--- config.mk ---
export PLATFORM = sky130hd
export DESIGN_NAME = snake_input_ctrl_flat
export DESIGN_NICKNAME = d
export VERILOG_FILES = /design/src/rtl/snake_input_ctrl_if.sv /design/src/rtl/snake_input_ctrl.sv /design/src/flat_wrapper.sv
export SDC_FILE = /design/constraint.sdc
export NUM_CORES = 1
export LEC_CHECK = 0
export ABC_AREA = 1
export CAP_MARGIN = 20
export CORE_MARGIN = 3
export CORE_UTILIZATION = 55
export DETAILED_ROUTE_END_ITERATION = 12
export PLACE_DENSITY_LB_ADDON = 0.1
export SYNTH_ARGS = -nofsm -noshare
export SYNTH_HDL_FRONTEND = slang
export SYNTH_SLANG_ARGS = --single-unit
--- constraint.sdc ---
create_clock -name clk -period 8.65 [get_ports clk]
set_input_delay 1.73 -clock clk [delete_from_list [all_inputs] [get_ports clk]]
set_output_delay 1.73 -clock clk [all_outputs]
set_load 0.05 [all_outputs]
--- src/rtl/snake_input_ctrl_if.sv ---
// Handshake bundle between the snake input conditioner and its parent:
// raw buttons and game strobes in, conditioned direction/start out.
interface snake_input_ctrl_if;
  logic [3:0] btn_raw;
  logic       start_raw;
  logic       tick;
  logic       game_active;
  logic [3:0] movement;
  logic       start_pulse;
  logic [1:0] queue_count;

  modport master (
    output btn_raw, start_raw, tick, game_active,
    input  movement, start_pulse, queue_count
  );

  modport slave (
    input  btn_raw, start_raw, tick, game_active,
    output movement, start_pulse, queue_count
  );
endinterface

--- src/rtl/snake_input_ctrl.sv ---
// Button conditioner for the snake move stage: sync, debounce, edge-detect, 2-deep turn queue.
// Define REVERSE_FILTER_EN to reject presses opposite to the current reference direction.
module snake_input_ctrl #(
  parameter int unsigned DEBOUNCE_CYCLES = 20000,
  parameter int unsigned CNT_W           = 15
) (
  input  logic                clk,
  input  logic                reset,
  snake_input_ctrl_if.slave   bus
);

  localparam logic [CNT_W-1:0] CNT_LAST = CNT_W'(DEBOUNCE_CYCLES - 1);

  // Bit 4 is start, bits 3:0 are UP/DOWN/LEFT/RIGHT.
  logic [4:0]            sync1_q, sync1_d;
  logic [4:0]            sync2_q, sync2_d;
  logic [4:0]            stable_q, stable_d;
  logic [4:0]            stable_prev_q, stable_prev_d;
  logic [4:0][CNT_W-1:0] cnt_q, cnt_d;
  logic                  start_pulse_q, start_pulse_d;
  logic [3:0]            movement_q, movement_d;
  logic [3:0]            q0_q, q0_d;
  logic [3:0]            q1_q, q1_d;
  logic [1:0]            qcnt_q, qcnt_d;

  logic [4:0] press;
  logic [3:0] dir;
  logic [3:0] ref_dir;
  logic       accept;
  logic       pop;
  logic [1:0] cnt_after;

`ifdef REVERSE_FILTER_EN
  function automatic logic [3:0] opposite(input logic [3:0] d);
    return {d[2], d[3], d[0], d[1]};
  endfunction
`endif

  always_comb begin
    sync1_d       = {bus.start_raw, bus.btn_raw};
    sync2_d       = sync1_q;
    stable_d      = stable_q;
    cnt_d         = cnt_q;
    stable_prev_d = stable_q;

    for (int unsigned i = 0; i < 5; i++) begin
      if (sync2_q[i] == stable_q[i]) begin
        cnt_d[i] = '0;
      end else if (cnt_q[i] == CNT_LAST) begin
        stable_d[i] = sync2_q[i];
        cnt_d[i]    = '0;
      end else begin
        cnt_d[i] = cnt_q[i] + CNT_W'(1);
      end
    end

    press         = stable_q & ~stable_prev_q;
    start_pulse_d = press[4];

    if      (press[0]) dir = 4'b0001;
    else if (press[1]) dir = 4'b0010;
    else if (press[2]) dir = 4'b0100;
    else if (press[3]) dir = 4'b1000;
    else               dir = '0;

    // Compare against the newest pending turn so rapid taps chain correctly.
    if (qcnt_q == 2'd2)      ref_dir = q1_q;
    else if (qcnt_q == 2'd1) ref_dir = q0_q;
    else                     ref_dir = movement_q;

`ifdef REVERSE_FILTER_EN
    accept = (dir != '0) && (dir != ref_dir) && (dir != opposite(ref_dir));
`else
    accept = (dir != '0) && (dir != ref_dir);
`endif

    pop        = bus.tick && (qcnt_q != 2'd0);
    cnt_after  = qcnt_q - {1'b0, pop};
    movement_d = movement_q;
    q0_d       = q0_q;
    q1_d       = q1_q;
    qcnt_d     = qcnt_q;

    if (!bus.game_active) begin
      movement_d = '0;
      q0_d       = '0;
      q1_d       = '0;
      qcnt_d     = '0;
    end else begin
      if (pop) begin
        movement_d = q0_q;
        q0_d       = q1_q;
      end
      // Space is judged after this cycle's pop, so a full queue can still take a turn on tick.
      if (accept && cnt_after != 2'd2) begin
        if (cnt_after == 2'd0) q0_d = dir;
        else                   q1_d = dir;
        qcnt_d = cnt_after + 2'd1;
      end else begin
        qcnt_d = cnt_after;
      end
    end
  end

  always_ff @(posedge clk or posedge reset) begin
    if (reset) begin
      sync1_q       <= '0;
      sync2_q       <= '0;
      stable_q      <= '0;
      stable_prev_q <= '0;
      cnt_q         <= '0;
      start_pulse_q <= 1'b0;
      movement_q    <= '0;
      q0_q          <= '0;
      q1_q          <= '0;
      qcnt_q        <= '0;
    end else begin
      sync1_q       <= sync1_d;
      sync2_q       <= sync2_d;
      stable_q      <= stable_d;
      stable_prev_q <= stable_prev_d;
      cnt_q         <= cnt_d;
      start_pulse_q <= start_pulse_d;
      movement_q    <= movement_d;
      q0_q          <= q0_d;
      q1_q          <= q1_d;
      qcnt_q        <= qcnt_d;
    end
  end

  assign bus.movement    = movement_q;
  assign bus.start_pulse = start_pulse_q;
  assign bus.queue_count = qcnt_q;

endmodule

--- src/flat_wrapper.sv ---
// flat-port wrapper written by rule: the top's interface ports become plain ports
module snake_input_ctrl_flat 
#(
  parameter int unsigned DEBOUNCE_CYCLES = 20000,
  parameter int unsigned CNT_W           = 15
)
  (clk, reset, bus_btn_raw, bus_start_raw, bus_tick, bus_game_active, bus_movement, bus_start_pulse, bus_queue_count);
  snake_input_ctrl_if bus_i ();
  input  logic clk;
  input  logic reset;
  input wire logic [$bits(bus_i.btn_raw)-1:0] bus_btn_raw;
  input wire logic [$bits(bus_i.start_raw)-1:0] bus_start_raw;
  input wire logic [$bits(bus_i.tick)-1:0] bus_tick;
  input wire logic [$bits(bus_i.game_active)-1:0] bus_game_active;
  output wire logic [$bits(bus_i.movement)-1:0] bus_movement;
  output wire logic [$bits(bus_i.start_pulse)-1:0] bus_start_pulse;
  output wire logic [$bits(bus_i.queue_count)-1:0] bus_queue_count;
  assign bus_i.btn_raw = bus_btn_raw;
  assign bus_i.start_raw = bus_start_raw;
  assign bus_i.tick = bus_tick;
  assign bus_i.game_active = bus_game_active;
  assign bus_movement = bus_i.movement;
  assign bus_start_pulse = bus_i.start_pulse;
  assign bus_queue_count = bus_i.queue_count;
  snake_input_ctrl #(.DEBOUNCE_CYCLES(DEBOUNCE_CYCLES), .CNT_W(CNT_W)) u_core (.clk(clk), .reset(reset), .bus(bus_i));
endmodule
==> results_dict.tcl <==
set metrics [dict create \
    wl_per_cell_um 11.9 \
    vias_per_cell 5.15 \
    syn_area_per_cell_um2 8.50 \
    cp.arrival_ps 1820 \
    yosys.cell_types.count 39 \
    yosysTopAreaCell "dfrtp_1" \
    synth-compound-area-share_pct 9.63 \
    fin_area_um2 5830 \
    grt_max_degree 79 \
    slew_viol_final 0 \
    worstPathCellList "clkdlybuf4s50_1" \
    synth_area_leaders "dfrtp_1, nand2_1, inv_1" \
    cp_slowest_cell "clkdlybuf4s50_1" \
    place.gp.congestion 0.864 \
    critPathMaxFanout 5 \
    setup_viol 0 \
    grt_setup_unrepaired "no" \
    die_h_um 105 \
    die-area_um2 10900 \
    synthSimpleGateAreaFrac_pct 25.5 \
    synth_edf_count 0 \
    syn-cell-area_um2 5340 \
    grt_pass1_vias 3912 \
    post_cts_buffers 0 \
    drc 0 \
    synth-seq-cells 110 \
    drtIter0Drc 142 \
    final_common_cell "dfrtp_1" \
    root_buffer "clkbuf_8" \
    dpl.hpwl_um 6960 \
    cts.repair.resized 0 \
    hp-class "flop to flop" \
    grt_pass1_wl_um 17200 \
    end_kind "output pin" \
    clock_sinks 110 \
    timing.slew.headroom_pct 37.7 \
    yosysTopAreaCellShare_pct 51.6 \
    htreeDepth 3 \
    synth_fa_ha_area_share_pct 1.88 \
    cts_buffers 9 \
    n_antenna_cell 0 \
    wl_um 9390 \
    via_count 4057 \
    io_pins 16 \
    drtPass1Iterations 4 \
    p_leak_nw 2.72 \
    rows 35 \
    portBuffers 15 \
    muxShareOfSynthArea_pct 0.633 \
    fin_nets 671 \
    n_fill_cell 822 \
    drv_cap 0 \
    antenna_found_initial 0 \
    dpl_cell_area_um2 5650 \
    crit_type "flop to output pin" \
    syn_inst 628 \
    synth_nets 645 \
    postRouteAntennaNets 0 \
    finalHoldViolations 0 \
    cp_num_buf_inv 1 \
    synth_warnings 0 \
    max_stage_delay_ps 900 \
    core-area_um2 9330 \
    cts.clk_slew.worst_paths_ps 100 \
    area_growth_pct 9.26 \
    clock_skew_ps 8.95 \
    critical_path.startpoint_type "flop" \
    yosysSeqAreaShare_pct 51.6 \
    p_per_area_nw_per_um2 164 \
    min_period_ps 3550 \
    synth_top_family_by_area "simple AND/OR/NAND/NOR gates" \
    worst_slew_pin_slew_ps 935 \
    die_w_um 105 \
    cts_max_path_buffers 2 \
    start_util_pct 57.2 \
    cp_top_family "buffers and inverters" \
    async_flop_share_pct 100 \
    finalCritPeriodShare_pct 41.0 \
    required_ps 6920 \
    synth_xor_area_share_pct 2.95 \
    outcome "finished clean" \
    grt_overflow 0 \
    clock_latency_ps 370 \
    fmax_mhz 282 \
    cts_tree "done" \
    final_cell_mix "dfrtp_1, nand2_1, inv_1, nor2_1, nand3_1" \
    drive_above_1_share_pct 8.35 \
    grt_use_total_pct 18.9 \
    vdd_ir_drop_max_uv 164 \
    synth-main-ff-cell "dfrtp_1" \
    postCtsHoldBufs 0 \
    fin_tns_setup_ps 0 \
]
==> Yosys cell counts (4+ instances only) <==
cell     count
nand2_2     10
a21oi_1     41
xor2_1       9
inv_1       97
inv_2        6
xnor2_1      9
nand2_4      5
nor4_1       7
nor2_1      76
nor3_1      13
ha_1         8
nand2_1     99
nand3_1     48
o22ai_1      4
o21ai_0     34
dfrtp_1    110
nand4_1     14
==> cells by family (layout without fill, tap and decap cells) <==
kind of cell    after synthesis  count (layout)
buf+inv                     108             139
compound gates               92              92
xor+xnor                     18              18
flops                       110             110
simple gates                289             289
fa+ha+maj                     8               8
mux                           3               3
==> report_power, final <==
part           leakage, nW  switching, mW  internal, mW
Combinational         1.12         0.0874        0.0419
Sequential            1.50        0.00995         0.525
Clock               0.0958          0.173         0.116
==> cell type report <==
type	instances	area [um2]	share of cell area (%)
clock buffer	11	141	2.42
multi-input combinational	410	2170	37.2
inverter	107	409	7.02
sequential	110	2750	47.2
tap	129	161	2.77
timing repair buffer	16	158	2.70
clock inverter	5	42.5	0.729
==> metrics by stage <==
step,utilization (%),std cells,worst slack [ps],hold WS (ps),power [mW]
after floorplan,-,628,4020,331,0.646
after global placement,60.6,772,4810,333,0.671
after detailed placement,60.6,772,4750,339,0.675
after CTS,62.5,788,5080,362,0.965
after global routing,62.5,788,4940,368,1.01
final,62.5,788,5100,358,0.954
==> final timing paths <==
| path | startpoint | endpoint | slack [ps] | cells after the start |
|---|---|---|---|---|
| max reg2reg | u_core.bus.queue_count[1]$_DFF_PP0_ | u_core.bus.queue_count[0]$_DFF_PP0_ | 6190 | 10 |
| max in group asynchronous | reset | u_core.sync1_q[4]$_DFF_PP0_ | 5670 | 3 |
| min in group asynchronous | reset | u_core.cnt_q[11]$_DFF_PP0_ | 1700 | 2 |
| min | u_core.sync1_q[2]$_DFF_PP0_ | u_core.sync2_q[2]$_DFF_PP0_ | 360 | 0 |
| min reg2reg | u_core.sync1_q[2]$_DFF_PP0_ | u_core.sync2_q[2]$_DFF_PP0_ | 360 | 0 |
| max | u_core.bus.queue_count[1]$_DFF_PP0_ | bus_queue_count[1] | 5100 | 1 |
==> state kept, by name, summed over array words and instances, names as in the netlist, 4 cells and up <==
name                  cells
u_core.q0_q               4
u_core.stable_prev_q      5
u_core.q1_q               4
u_core.sync2_q            5
u_core.cnt_q             75
u_core.bus.movement       4
u_core.stable_prev_d      5
u_core.sync1_q            5
==> per-layer routing <==
layer	track usage [%]	vias to the layer above	share of wire [%]
met1	25.6	1908	49
li1	-	2083	-
met4	5.98	0	1.3
met5	0	-	0
met3	4.10	7	3.3
met2	30.5	59	46
Power figures use the tool's default switching activity.
